## src/rtl/axi_stream_header_arbiter.sv

```systemverilog
// axi_stream_header_arbiter: round-robin scheduler sharing one header-insert port among NUM_REQ sources (optional watchdog: HDR_ARB_TIMEOUT_EN)
module axi_stream_header_arbiter #(
  parameter int DATA_WD = 32,
  parameter int DATA_BYTE_WD = DATA_WD / 8,
  parameter int BYTE_CNT_WD = $clog2(DATA_BYTE_WD),
  parameter int NUM_REQ = 4,
  parameter int REQ_ID_WD = $clog2(NUM_REQ),
  parameter int TIMEOUT_CYCLES = 1024
) (
  input  logic                              clk,
  input  logic                              rst,
  input  logic [NUM_REQ-1:0]                req_valid,
  input  logic [NUM_REQ*DATA_WD-1:0]        req_data,
  input  logic [NUM_REQ*DATA_BYTE_WD-1:0]   req_keep,
  input  logic [NUM_REQ*BYTE_CNT_WD-1:0]    req_byte_cnt,
  output logic [NUM_REQ-1:0]                req_ready,
  output logic                              valid_insert,
  output logic [DATA_WD-1:0]                data_insert,
  output logic [DATA_BYTE_WD-1:0]           keep_insert,
  output logic [BYTE_CNT_WD-1:0]            byte_insert_cnt,
  input  logic                              ready_insert,
  input  logic                              mon_valid_out,
  input  logic                              mon_ready_out,
  input  logic                              mon_last_out,
  output logic [REQ_ID_WD-1:0]              grant_id,
  output logic                              busy,
  output logic                              pkt_done,
  output logic                              timeout_err
);
  typedef enum logic [1:0] {IDLE, OFFER, WAIT_LAST} state_t;
  state_t state, nxt;
  logic [REQ_ID_WD-1:0] rr_ptr, win, idx;
  logic hit, beat, last_beat, tmo;
  logic [DATA_WD-1:0] hd [NUM_REQ];
  logic [DATA_BYTE_WD-1:0] hk [NUM_REQ];
  logic [BYTE_CNT_WD-1:0] hc [NUM_REQ];
  for (genvar i = 0; i < NUM_REQ; i++) begin : g_unpack
    assign hd[i] = req_data[i*DATA_WD +: DATA_WD];
    assign hk[i] = req_keep[i*DATA_BYTE_WD +: DATA_BYTE_WD];
    assign hc[i] = req_byte_cnt[i*BYTE_CNT_WD +: BYTE_CNT_WD];
  end
  assign beat = mon_valid_out & mon_ready_out;
  assign last_beat = state == WAIT_LAST && beat && mon_last_out;
  assign req_ready = (!rst && state == IDLE && hit) ? (NUM_REQ'(1) << win) : '0;
  // round-robin search: scanning downward lets the candidate closest to rr_ptr win
  always_comb begin
    win = '0;
    hit = 1'b0;
    idx = '0;
    for (int k = NUM_REQ - 1; k >= 0; k--) begin
      idx = REQ_ID_WD'((int'(rr_ptr) + k) % NUM_REQ);
      if (req_valid[idx]) begin
        win = idx;
        hit = 1'b1;
      end
    end
  end
`ifdef HDR_ARB_TIMEOUT_EN
  localparam int CNT_WD = $clog2(TIMEOUT_CYCLES + 1);
  logic [CNT_WD-1:0] cnt;
  // watchdog: counts consecutive beat-free cycles spent in WAIT_LAST
  always_ff @(posedge clk)
    cnt <= (rst || state != WAIT_LAST || beat) ? '0 : cnt + 1'b1;
  assign tmo = state == WAIT_LAST && !beat && cnt == CNT_WD'(TIMEOUT_CYCLES - 1);
`else
  assign tmo = 1'b0;
`endif
  // state register
  always_ff @(posedge clk)
    state <= rst ? IDLE : nxt;
  // next-state: grant, wait for insert acceptance, then hold until the owned packet's last beat
  always_comb begin
    nxt = state;
    case (state)
      IDLE:      nxt = hit ? OFFER : IDLE;
      OFFER:     nxt = ready_insert ? WAIT_LAST : OFFER;
      WAIT_LAST: nxt = (last_beat || tmo) ? IDLE : WAIT_LAST;
      default:   nxt = IDLE;
    endcase
  end
  // registered outputs, header latch and round-robin pointer
  always_ff @(posedge clk) begin
    if (rst) begin
      rr_ptr <= '0;
      valid_insert <= 1'b0;
      data_insert <= '0;
      keep_insert <= '0;
      byte_insert_cnt <= '0;
      grant_id <= '0;
      busy <= 1'b0;
      pkt_done <= 1'b0;
      timeout_err <= 1'b0;
    end else begin
      valid_insert <= nxt == OFFER;
      busy <= nxt != IDLE;
      pkt_done <= last_beat;
      timeout_err <= tmo;
      if (state == IDLE && hit) begin
        data_insert <= hd[win];
        keep_insert <= hk[win];
        byte_insert_cnt <= hc[win];
        grant_id <= win;
        rr_ptr <= (win == REQ_ID_WD'(NUM_REQ - 1)) ? '0 : win + 1'b1;
      end
    end
  end
endmodule
```

## config.mk

```make
export PLATFORM = sky130hd
export DESIGN_NAME = axi_stream_header_arbiter
export DESIGN_NICKNAME = d
export VERILOG_FILES = /design/src/rtl/axi_stream_header_arbiter.sv
export SDC_FILE = /design/constraint.sdc
export NUM_CORES = 1
export LEC_CHECK = 0
export BUFFER_PORTS_ARGS = -buffer_cell sky130_fd_sc_hd__buf_2
export CAP_MARGIN = 20
export CORE_ASPECT_RATIO = 0.5
export CORE_MARGIN = 2
export CORE_UTILIZATION = 45
export CTS_BUF_LIST = sky130_fd_sc_hd__clkbuf_4 sky130_fd_sc_hd__clkbuf_8 sky130_fd_sc_hd__clkbuf_16
export CTS_CLUSTER_DIAMETER = 50
export DETAILED_ROUTE_END_ITERATION = 16
export PLACE_DENSITY = 0.95
export SLEW_MARGIN = 10
export SYNTH_ARGS = -nofsm -noshare
export SYNTH_HDL_FRONTEND = slang
export SYNTH_SLANG_ARGS = --single-unit
```

## constraint.sdc

```tcl
create_clock -name clk -period 7 [get_ports clk]
set_input_delay 1.4 -clock clk [delete_from_list [all_inputs] [get_ports clk]]
set_output_delay 1.4 -clock clk [all_outputs]
set_load 0.005 [all_outputs]
```

# Yosys cells after proc, flatten, opt, wreduce, memory -nomap -nowiden
# Index checks and enable logic that the tools add are counted.
# word_totals
ff_bits	47
elab_cells	64
# classes
addsub	4
order_cmp	5
eq_ne	4
shift	1
mux	31
bitwise_logic	2
reduce_logical	8
# op_table
op	count
$bmux 32 s2	1
$mux 32	2
$mux 2	9
$lt 2x3->1 const B	4
$mux 4	3
$mux 1	9
$bmux 1 s2	4
$bmux 4 s2	1
$pmux 2 s3	1
$logic_and 1x1->1	5
$add 2x1->2 const B	2
$add 2x2->2 const B	2
$bmux 2 s2	1
$eq 2x1->1 const B	2
$eq 2x2->1 const B	2
$shl 1x2->4 const A	1
$ge 3x3->1 const B	1
$not 2->3	1
$logic_not 2->1	1
$reduce_bool 2->1	1
$and 1x1->1	1
$logic_not 1->1	1

# Logic depth before layout (Yosys ltp)
# logic_depth
depth_word	11
depth_mapped	8
ltp_nobuf	6

# Worst setup path before layout
# OpenSTA, ideal clock, no wires.
# synth_path
kind	input port to output port
start	input req_valid[0]
end	output req_ready[2]
arrival_ps	2769
required_time_ps	5600
slack_ps	2831
cell_stages	7
cell_sequence	nor2b_1 -> or4_4 -> nand2_4 -> inv_2 -> buf_2 -> ha_1 -> and3_1
# synth_between
elab_chain_len	8
elab_cells_between_ends	19
classes_between	1 x shift; 17 x mux; 1 x reduce/logical
# synth_rtl
item	line_no	rtl
start: declaration	12	input logic [NUM_REQ-1:0] req_valid,
$bmux 1 s2	52	if (req_valid[idx]) begin
$mux 1 (not written as such)	52	
$mux 2 (3 in series)	52	
$mux 2 *	52	
named net win[0]	32	logic [REQ_ID_WD-1:0] rr_ptr, win, idx;
$shl 1x2->4 *	44	assign req_ready = (!rst && state == IDLE && hit) ? (NUM_REQ'(1) << win) : '0;
$mux 4 *	44	
end: declaration	16	output logic [NUM_REQ-1:0] req_ready,
# Mark *: on every way through the listed nets, which the timed path passes. The rest lies on a longest branch. The select of a mux whose other input is x is not followed.

# Worst setup path in the final report
# Ends and elaborated chain as after synthesis.

==> impl_results.md <==
* Outcome: complete, no violations
* Crit Path Category: input port to primary output
* Most area-hungry cell type in the Yosys netlist: dfxtp_1
* Post-synth EDFFs at 0
* I/O pin count at 210
* Clk_lat worst skew at 290 ps
* CTS tree: yes
* Initial antenna violation count at 0
* DP Area at roughly 4000 um2
* Synth warnings at 0
* Setup Skew at 6.42 ps
* R2R cell count at 7
* Endpoints failing hold at 0
* Starting Density at 0.460
* DRC Markers at 0
* DRT Wirelength at 10300 um
* Most frequent cells after synthesis: dfxtp_1 (47), mux2i_1 (41), nand3_1 (40)
* Die footprint at ~7500 um2
* Largest net degree at the start of global routing at between 40 and 50
* Least-Margin Pin Slew at roughly 950 ps
* FP Rows at 21
* NumNets Final at 711
* Post-synth top flop: dfxtp_1
* GPL Wtd Cong at 0.883
* Clock Path Buffers at 2
* Root Buffer: clkbuf_16
* Minimum clock period at 4830 ps
* Utilization after layout at 0.644
* Sequential share of the synthesized area at 0.310
* Worst hold path class: register to register
* Leakage at 2.15 nW
* Post-Layout Inst Area at 4250 um2
* GRT overflow at 0
* Die Width at 120 um
* Post-Syn Area at 3030 um2
* Routed len/inst at 16.1 um
* Post-CTS Setup Bufs at 0
* Fillers at between 500 and 600
* Fin crit share at 0.690
* Total Routing Usage GR at 0.252
* Hold_ws at 476 ps
* Area grow syn2layout at 39.9%
* CP cell instances: buf_2, nor2b_1, or4_4, nand2_4, inv_2, ha_1, and3_1, buf_2
* Max FO, Critical Path at 39
* Worst-path clk slew at roughly 60 ps
* Vias in the first global route at 3220
* Cells after Synth at 363
* Worst setup SP type: input port
* H-tree depth at 2
* Synth Area per Inst at 8.36 um2
* Setup TNS at 0 ps
* Post-synth ARST share at 0
* Max_cap viols at 0
* Clock Sink Count at 47
* Synth top area share at 0.310
* Die height at 62.1 um
* Synth area leaders: dfxtp_1 (31%), mux2i_1 (14%), a211o_1 (11%)
* First-pass GRT wire length at between 10000 and 15000 um
* CTS resizes at 0
* Hpwl dp at 7370 um
* Post-Syn Nets at roughly 530
* Worst path arrival time at 3430 ps
* Largest stage delay on the critical path at 760 ps
* DR iter-0 viols at 288
* CTS Buf Count at 5
* Antenna cells at 0
* Req. time, crit path at between 5000 and 6000 ps
* Final ANT Viol Nets at 0
* Hold path cells at 2
* Final setup vio count at 0
* Core Region at approximately 6600 um2
* IO buf count at between 200 and 250
* Vias at 3562
* Routed vias/inst at roughly 5.6
* Top-count cell post-synth: dfxtp_1
* CTS Hold Bufs at 0
* Power per cell area at 230 nW/um2
* Max Fclk at 207 MHz
* DRT Pass-1 Iters at 5
* RSZ-0062 raised after global routing: no
* Worst Setup End Kind: primary output
* FF+latch count, synth at 47
* VDD IR max at 111 uV
* Worst path slowest cell: or4_4
* Share of layout cells above drive strength 1 at 0.423
* Slew margin rel. at 0.367
* Netlist cell types at 39
* Max Transition Viols Final at 0
* Most frequent cell on the critical path: buf_2
cell usage in the layout, fill, tap and decap left out, types with 4 or more instances in the layout:
cell         n
a211o_1     38
and3_1       4
buf_2      208
buf_4        5
clkbuf_16    5
dfxtp_1     47
ha_1         4
mux2i_1     41
nand2_1     39
nand3_1     40
nor2_1       7
o211ai_1    38
o21ai_0     34
o21ai_1      4
power by group:
group          total, mW  switching [mW]  internal, mW
clock              0.281           0.103         0.178
combinational      0.354           0.191         0.163
sequential         0.340          0.0264         0.314
total              0.975           0.321         0.655
critical path, delay by kind of cell:
kind | cells | cell delay, ps
and+or+nand+nor | 4 | 1260
buffers and inverters | 3 | 470
adders and majority gates | 1 | 280
flip-flops by register name, indices dropped and copies added (netlist names):
name and count:
busy 1, byte_insert_cnt 2, data_insert 32, grant_id 2
keep_insert 4, pkt_done 1, rr_ptr 2, state 2
valid_insert 1
path summary, 6_finish.rpt:
check                                                   from                           end  slack, ps
worst max-delay path                            req_valid[0]                  req_ready[2]       2170
worst max register to register        rr_ptr[1]$_SDFFE_PP0P_   data_insert[4]$_SDFFE_PP0P_       4250
worst min-delay path            data_insert[24]$_SDFFE_PP0P_  data_insert[24]$_SDFFE_PP0P_        480
worst min register to register  data_insert[24]$_SDFFE_PP0P_  data_insert[24]$_SDFFE_PP0P_        480
through the flow:
step / power (mW) / worst slack, ps / instances
floorplan: 0.567 / 2830 / 363
global placement: 0.678 / 1910 / 628
global route: 1.03 / 2060 / 638
finish: 0.975 / 2170 / 638
detailed placement: 0.689 / 1840 / 628
CTS: 0.970 / 1830 / 636
cell type report:
type                       instances  area, um2  area share
tap                               92        115      0.0271
multi-input combinational        273       1870       0.441
clock inverter                     2       35.0     0.00825
inverter                           3       11.3     0.00265
timing repair buffer             215       1130       0.267
clock buffer                       6        139      0.0327
sequential                        47        941       0.222
per-layer routing:
layer  track usage  wire length, um  up-vias
met2         0.453             5190      133
met1         0.316             4200     1683
met5             0                0        -
li1              -                -     1724
met4        0.0773              192        0
met3        0.0529              710       22
cell families (layout without fill, tap and decap cells):
family                     count (synthesis)  in the layout  synth area share
AOI/OAI and AO/OA                        121            121             0.284
adders and majority gates                  4              4            0.0165
buffers and inverters                     43            226            0.0755
DFF                                       47             47             0.310
muxes                                     41             41             0.135
other                                      1              1           0.00124
and+or+nand+nor                          106            106             0.177
(Power assumes the default switching activity.)
